--- config.mk ---
export PLATFORM = sky130hd
export DESIGN_NAME = keypad_encoder_flat
export DESIGN_NICKNAME = d
export VERILOG_FILES = /design/src/rtl/keypad_pkg.sv /design/src/rtl/keypad_encoder_if.sv /design/src/rtl/sync_2ff.sv /design/src/rtl/keypad_encoder.sv /design/src/flat_wrapper.sv
export SDC_FILE = /design/constraint.sdc
export NUM_CORES = 1
export LEC_CHECK = 0
export CAP_MARGIN = 5
export CELL_PAD_IN_SITES_DETAIL_PLACEMENT = 0
export CELL_PAD_IN_SITES_GLOBAL_PLACEMENT = 2
export CORE_ASPECT_RATIO = 1.2
export CORE_MARGIN = 8
export CORE_UTILIZATION = 30
export DETAILED_ROUTE_END_ITERATION = 10
export GPL_TIMING_DRIVEN = 0
export PLACE_DENSITY_LB_ADDON = 0.05
export RECOVER_POWER = 25
export SLEW_MARGIN = 20
export SYNTH_ARGS = -nofsm -noshare
export SYNTH_HDL_FRONTEND = slang
export SYNTH_SLANG_ARGS = --single-unit
--- constraint.sdc ---
create_clock -name clk -period 6.3 [get_ports clk]
set_clock_uncertainty 0.15 [all_clocks]
set_input_delay 0.63 -clock clk [delete_from_list [all_inputs] [get_ports clk]]
set_output_delay 0.63 -clock clk [all_outputs]
set_load 0.01 [all_outputs]
--- src/rtl/keypad_pkg.sv ---
// Shared types and combinational helpers for the keypad encoder.
// Key vectors are one bit per digit, bit i meaning digit i.
package keypad_pkg;

  localparam int unsigned KEY_COUNT = 10;
  localparam int unsigned CODE_W    = 4;

  typedef logic [1:0] state_e;
  localparam state_e StIdle     = 2'd0;
  localparam state_e StDebounce = 2'd1;
  localparam state_e StHeld     = 2'd2;
  localparam state_e StRelease  = 2'd3;

  function automatic logic [CODE_W-1:0] key_popcount(input logic [KEY_COUNT-1:0] k);
    logic [CODE_W-1:0] cnt;
    cnt = '0;
    for (int i = 0; i < KEY_COUNT; i++) begin
      cnt = cnt + CODE_W'(k[i]);
    end
    return cnt;
  endfunction

  function automatic logic is_single(input logic [KEY_COUNT-1:0] k);
    return key_popcount(k) == CODE_W'(1);
  endfunction

  function automatic logic is_multi(input logic [KEY_COUNT-1:0] k);
    return key_popcount(k) > CODE_W'(1);
  endfunction

  // Only meaningful for a one-hot input; always yields 0..KEY_COUNT-1.
  function automatic logic [CODE_W-1:0] onehot_to_idx(input logic [KEY_COUNT-1:0] k);
    logic [CODE_W-1:0] idx;
    idx = '0;
    for (int i = 0; i < KEY_COUNT; i++) begin
      if (k[i]) begin
        idx = CODE_W'(i);
      end
    end
    return idx;
  endfunction

endpackage

--- src/rtl/keypad_encoder_if.sv ---
// Key lines in, encoded key events out.
interface keypad_encoder_if;
  import keypad_pkg::*;

  logic [KEY_COUNT-1:0] keys;
  logic [CODE_W-1:0]    key_code;
  logic                 key_down;
  logic                 key_strobe;
  logic                 multi_err;

  modport master (
    output keys,
    input  key_code,
    input  key_down,
    input  key_strobe,
    input  multi_err
  );

  modport slave (
    input  keys,
    output key_code,
    output key_down,
    output key_strobe,
    output multi_err
  );

endinterface

--- src/rtl/sync_2ff.sv ---
// Two-flop synchroniser for asynchronous level inputs.
module sync_2ff #(
  parameter int unsigned WIDTH = 10
) (
  input  logic             clk,
  input  logic             rst_n,
  input  logic [WIDTH-1:0] d_i,
  output logic [WIDTH-1:0] q_o
);

  logic [WIDTH-1:0] meta_q;
  logic [WIDTH-1:0] sync_q;

  always_ff @(posedge clk or negedge rst_n) begin
    if (!rst_n) begin
      meta_q <= '0;
      sync_q <= '0;
    end else begin
      meta_q <= d_i;
      sync_q <= meta_q;
    end
  end

  assign q_o = sync_q;

endmodule

--- src/rtl/keypad_encoder.sv ---
// Debounces the 10-key keypad and reports one accepted digit at a time
// as a BCD code with a held level and a one-cycle acceptance strobe.
module keypad_encoder
  import keypad_pkg::*;
#(
  parameter int unsigned DEBOUNCE_CYCLES = 4,
  parameter int unsigned RELEASE_CYCLES  = 4,
  parameter int unsigned CNT_W           = 8
) (
  input  logic              clk,
  input  logic              rst_n,
  keypad_encoder_if.slave   bus
);

  localparam logic [CNT_W-1:0] CntOne  = CNT_W'(1);
  localparam logic [CNT_W-1:0] DebLast = CNT_W'(DEBOUNCE_CYCLES - 1);
  localparam logic [CNT_W-1:0] RelLast = CNT_W'(RELEASE_CYCLES - 1);

  logic [KEY_COUNT-1:0] ks;

  state_e            state_q, state_d;
  logic [CNT_W-1:0]  cnt_q, cnt_d;
  logic [CODE_W-1:0] cand_q, cand_d;
  logic [CODE_W-1:0] key_code_q, key_code_d;
  logic              key_down_q, key_down_d;
  logic              key_strobe_q, key_strobe_d;
  logic              multi_err_q, multi_err_d;

  logic              ks_single;
  logic [CODE_W-1:0] ks_idx;

  sync_2ff #(
    .WIDTH (KEY_COUNT)
  ) u_sync (
    .clk   (clk),
    .rst_n (rst_n),
    .d_i   (bus.keys),
    .q_o   (ks)
  );

  assign ks_single = is_single(ks);
  assign ks_idx    = onehot_to_idx(ks);

  always_comb begin
    state_d      = state_q;
    cnt_d        = cnt_q;
    cand_d       = cand_q;
    key_code_d   = key_code_q;
    key_down_d   = key_down_q;
    key_strobe_d = 1'b0;
    // Ambiguity is only reported while no key is owned.
    multi_err_d  = is_multi(ks) && ((state_q == StIdle) || (state_q == StDebounce));

    case (state_q)
      StIdle: begin
        if (ks_single) begin
          cand_d  = ks_idx;
          cnt_d   = CntOne;
          state_d = StDebounce;
        end
      end
      StDebounce: begin
        if (ks_single && (ks_idx == cand_q)) begin
          if (cnt_q == DebLast) begin
            state_d      = StHeld;
            cnt_d        = '0;
            key_strobe_d = 1'b1;
            key_down_d   = 1'b1;
            key_code_d   = cand_q;
          end else begin
            cnt_d = cnt_q + CntOne;
          end
        end else begin
          state_d = StIdle;
          cnt_d   = '0;
        end
      end
      StHeld: begin
        // Other keys pressed alongside the owned key are ignored.
        if (!ks[cand_q]) begin
          state_d = StRelease;
          cnt_d   = CntOne;
        end
      end
      StRelease: begin
        if (ks == '0) begin
          if (cnt_q == RelLast) begin
            state_d    = StIdle;
            cnt_d      = '0;
            key_down_d = 1'b0;
          end else begin
            cnt_d = cnt_q + CntOne;
          end
        end else begin
          cnt_d = CntOne;
        end
      end
      default: begin
        state_d = StIdle;
        cnt_d   = '0;
      end
    endcase
  end

  always_ff @(posedge clk or negedge rst_n) begin
    if (!rst_n) begin
      state_q      <= StIdle;
      cnt_q        <= '0;
      cand_q       <= '0;
      key_code_q   <= '0;
      key_down_q   <= 1'b0;
      key_strobe_q <= 1'b0;
      multi_err_q  <= 1'b0;
    end else begin
      state_q      <= state_d;
      cnt_q        <= cnt_d;
      cand_q       <= cand_d;
      key_code_q   <= key_code_d;
      key_down_q   <= key_down_d;
      key_strobe_q <= key_strobe_d;
      multi_err_q  <= multi_err_d;
    end
  end

  assign bus.key_code   = key_code_q;
  assign bus.key_down   = key_down_q;
  assign bus.key_strobe = key_strobe_q;
  assign bus.multi_err  = multi_err_q;

endmodule

--- src/flat_wrapper.sv ---
// flat-port wrapper written by rule: the top's interface ports become plain ports
module keypad_encoder_flat import keypad_pkg::*;
#(
  parameter int unsigned DEBOUNCE_CYCLES = 4,
  parameter int unsigned RELEASE_CYCLES  = 4,
  parameter int unsigned CNT_W           = 8
)
  (clk, rst_n, bus_keys, bus_key_code, bus_key_down, bus_key_strobe, bus_multi_err);
  keypad_encoder_if bus_i ();
  input  logic clk;
  input  logic rst_n;
  input wire logic [$bits(bus_i.keys)-1:0] bus_keys;
  output wire logic [$bits(bus_i.key_code)-1:0] bus_key_code;
  output wire logic [$bits(bus_i.key_down)-1:0] bus_key_down;
  output wire logic [$bits(bus_i.key_strobe)-1:0] bus_key_strobe;
  output wire logic [$bits(bus_i.multi_err)-1:0] bus_multi_err;
  assign bus_i.keys = bus_keys;
  assign bus_key_code = bus_i.key_code;
  assign bus_key_down = bus_i.key_down;
  assign bus_key_strobe = bus_i.key_strobe;
  assign bus_multi_err = bus_i.multi_err;
  keypad_encoder #(.DEBOUNCE_CYCLES(DEBOUNCE_CYCLES), .RELEASE_CYCLES(RELEASE_CYCLES), .CNT_W(CNT_W)) u_core (.clk(clk), .rst_n(rst_n), .bus(bus_i));
endmodule
==> flow_metrics.tcl <==
set metrics [dict create \
    yosysWarnings 0 \
    switchingPower_mw 0.234 \
    yosysMostFrequentCell "dfrtp_1" \
    rsz0062_at_grt "false" \
    drt-initial-drc-count 46 \
    worstSkewPairLatency_ps 290 \
    synth_edf_count 0 \
    cts_hold_buf 0 \
    io_pins 19 \
    cts.sinks 41 \
    finalCriticalPeriod_ps 5020 \
    reg2reg_from "u_core.u_sync.q_o[1]" \
    cts_buffers 5 \
    post_cts_resized 0 \
    instances_no_fill 309 \
    rows 34 \
    nNetsFinal 244 \
    cts_tree "done" \
    synth-seq-area-share_pct 47.2 \
    dr_wl_met2_um 2600 \
    drc_errors 0 \
    p_int_mw 0.466 \
    start_util_pct 30.4 \
    wl_met3_um 131 \
    n_antenna_cell 0 \
    combPwrFrac_pct 29.5 \
    hold_slack_ps 200 \
    async_flop_share_pct 100 \
    route.final.wire_length_um 5000 \
    synth_cells 193 \
    fin_tns_setup_ps 0 \
    routedWlPerCell_um 16.2 \
    setup_viol 0 \
    final_util_pct 36.0 \
    seqPwrFrac_pct 45.5 \
    cts_max_level 2 \
    ys_dominant_reg_cell "dfrtp_1" \
    whs_endpoint "u_core.u_sync.q_o[2]" \
    power.share.clock_pct 25.0 \
    yosysTopAreaCellShare_pct 47.2 \
    grt.total_usage_pct 10.7 \
    placedCellCount 302 \
    vdd_drop_max_mv 0.109 \
    grt_pass1_wl_um 8510 \
    p_sw_share_pct 33.4 \
    min_period_over_period_pct 79.7 \
    synth_largest_area_cell "dfrtp_1" \
    synth_area_um2 2170 \
    ys_ff_latch 41 \
    detailed_place_hpwl_um 3870 \
    first_pass_iters 4 \
    die_h_um 109 \
    hold_path_depth 0 \
    clockBufferDepth 2 \
    ys_top_cells_by_count "dfrtp_1 (41), nor2_1 (16), inv_1 (15), nand2_1 (10)" \
    synth_nets 218 \
    drive_gt1_share_pct 13.7 \
    r2r_end "u_core.bus.key_code[2]" \
    area_delta_synth_final_pct 18.6 \
    required_ps 6330 \
    grt_max_degree 23 \
    tightest_slew_ps 1170 \
    top_layer_used "met4" \
    cp-start-kind "flop" \
    end_kind "flop" \
    path_class "flop to flop" \
    p_leak_nw 1.16 \
    critPathArrivalTime_ps 5050 \
    clockRootBuffer "clkbuf_8" \
    syn_area_per_cell_um2 11.3 \
    die_area_um2 10200 \
    coreArea_um2 7150 \
    status "finished, final reports clean" \
    hold_viol 0 \
    post-cts-setup-buffer-count 0 \
    antenna_found_initial 0 \
    antenna_left 0 \
    crit_fanout 7 \
    reg2reg_setup_slack_ps 1280 \
    die_x_um 93.7 \
    grt_pass1_vias 1676 \
    yosys-top-cells-area "dfrtp_1 (47%), fa_1 (5.5%), ha_1 (4.0%)" \
    clock.fmax_mhz 199 \
    min_path_type "flop to flop" \
    num_vias 1547 \
    rr_worst_depth 13 \
    port_buffers 18 \
    viasPerCell 5.01 \
    pwr_density_cell_nw_per_um2 272 \
    hp-start "u_core.u_sync.meta_q[2]" \
    m1WireLength_um 2180 \
    ys_types 52 \
    drv_slew 0 \
    grt-ovfl-total 0 \
    cap_violations 0 \
    clk_pin_slew_ps 80 \
    gp_congestion 0.757 \
    slew-limit-headroom_pct 22.0 \
]
-- layout make-up --
cell class                      count  area (µm²)
Buffer                              4        16.3
Clock buffer                        6        82.6
Clock inverter                      1        7.51
Fill cell                         719        4570
Inverter                           16        60.1
Multi-Input combinational cell    132        1070
Sequential cell                    41        1030
Tap cell                           90         113
Timing Repair Buffer               19         201
-- cells in the final DEF, fill, tap and decap left out, drive strengths merged, types with 6 or more instances in the layout --
master,instances
ha,7
o21ai,8
a21o,6
nor3,6
dfrtp,41
clkbuf,9
fa,6
mux2,6
nand3,8
clkdlybuf4s50,17
inv,16
nand2,10
nor2b,6
nor2,17
-- registers in the layout, summed over array words and instances, names as in the netlist, named ones only --
| register | flops |
|---|---|
| u_core.u_sync.meta_q | 10 |
| u_core.u_sync.q_o | 10 |
| u_core.cnt_q | 8 |
| u_core.bus.key_code | 4 |
| u_core.cand_q | 4 |
| u_core.bus.key_down | 1 |
| u_core.bus.key_strobe | 1 |
| u_core.bus.multi_err | 1 |
| u_core.state_q | 1 |
-- worst max-delay path: stages, from the launching register on --
cell	delay [ps]
dfrtp_1	410
inv_1	70
ha_1	270
inv_1	40
fa_1	440
fa_1	510
fa_1	440
fa_1	430
fa_1	500
or3b_1	460
nor4b_4	360
o2111ai_4	280
nor2_8	230
mux2_4	310
-- through the flow --
stage	power, mW	setup WS, ps	area [µm²]
final	0.700	1280	2580
after global routing	0.750	1060	2580
after global placement	0.523	1370	2460
after floorplan	0.459	1660	2170
after detailed placement	0.533	1270	2490
after CTS	0.714	1240	2580
-- per-layer routing --
layer	vias to the layer above	GRT usage, %
li1	739	-
met1	773	12.6
met2	27	18.5
met3	8	2.41
met4	0	4.20
met5	-	0
-- logic make-up after synthesis --
kind of cell	count (synthesis)	share of synthesized area [%]
adders and majority gates	13	9.56
AOI/OAI and AO/OA	37	13.4
DFF	41	47.2
xor gates and xnor gates	1	0.403
buffers and inverters	20	3.51
and+or+nand+nor	72	19.6
muxes	9	6.34
-- worst max-delay path by stage --
stage,from,to,slack (ps),depth (start not counted)
2_1_floorplan,u_core.u_sync.q_o[1],u_core.bus.key_code[0],1660,13
3_3_place_gp,u_core.u_sync.q_o[0],u_core.bus.key_code[3],1370,13
3_5_place_dp,u_core.u_sync.q_o[1],u_core.bus.key_code[1],1270,13
4_1_cts,u_core.u_sync.q_o[1],u_core.bus.key_code[0],1240,13
5_1_grt,u_core.u_sync.q_o[1],u_core.bus.key_code[0],1060,13
6_report,u_core.u_sync.q_o[1],u_core.bus.key_code[2],1280,13
-- power groups by stage --
stage	combinational (mW)	sequential (mW)	clock, mW
6_report	0.206	0.318	0.175
4_1_cts	0.210	0.319	0.185
3_3_place_gp	0.200	0.323	0
2_1_floorplan	0.145	0.314	0
5_1_grt	0.231	0.323	0.197
3_5_place_dp	0.209	0.324	0
Power figures use the tool's default switching activity.
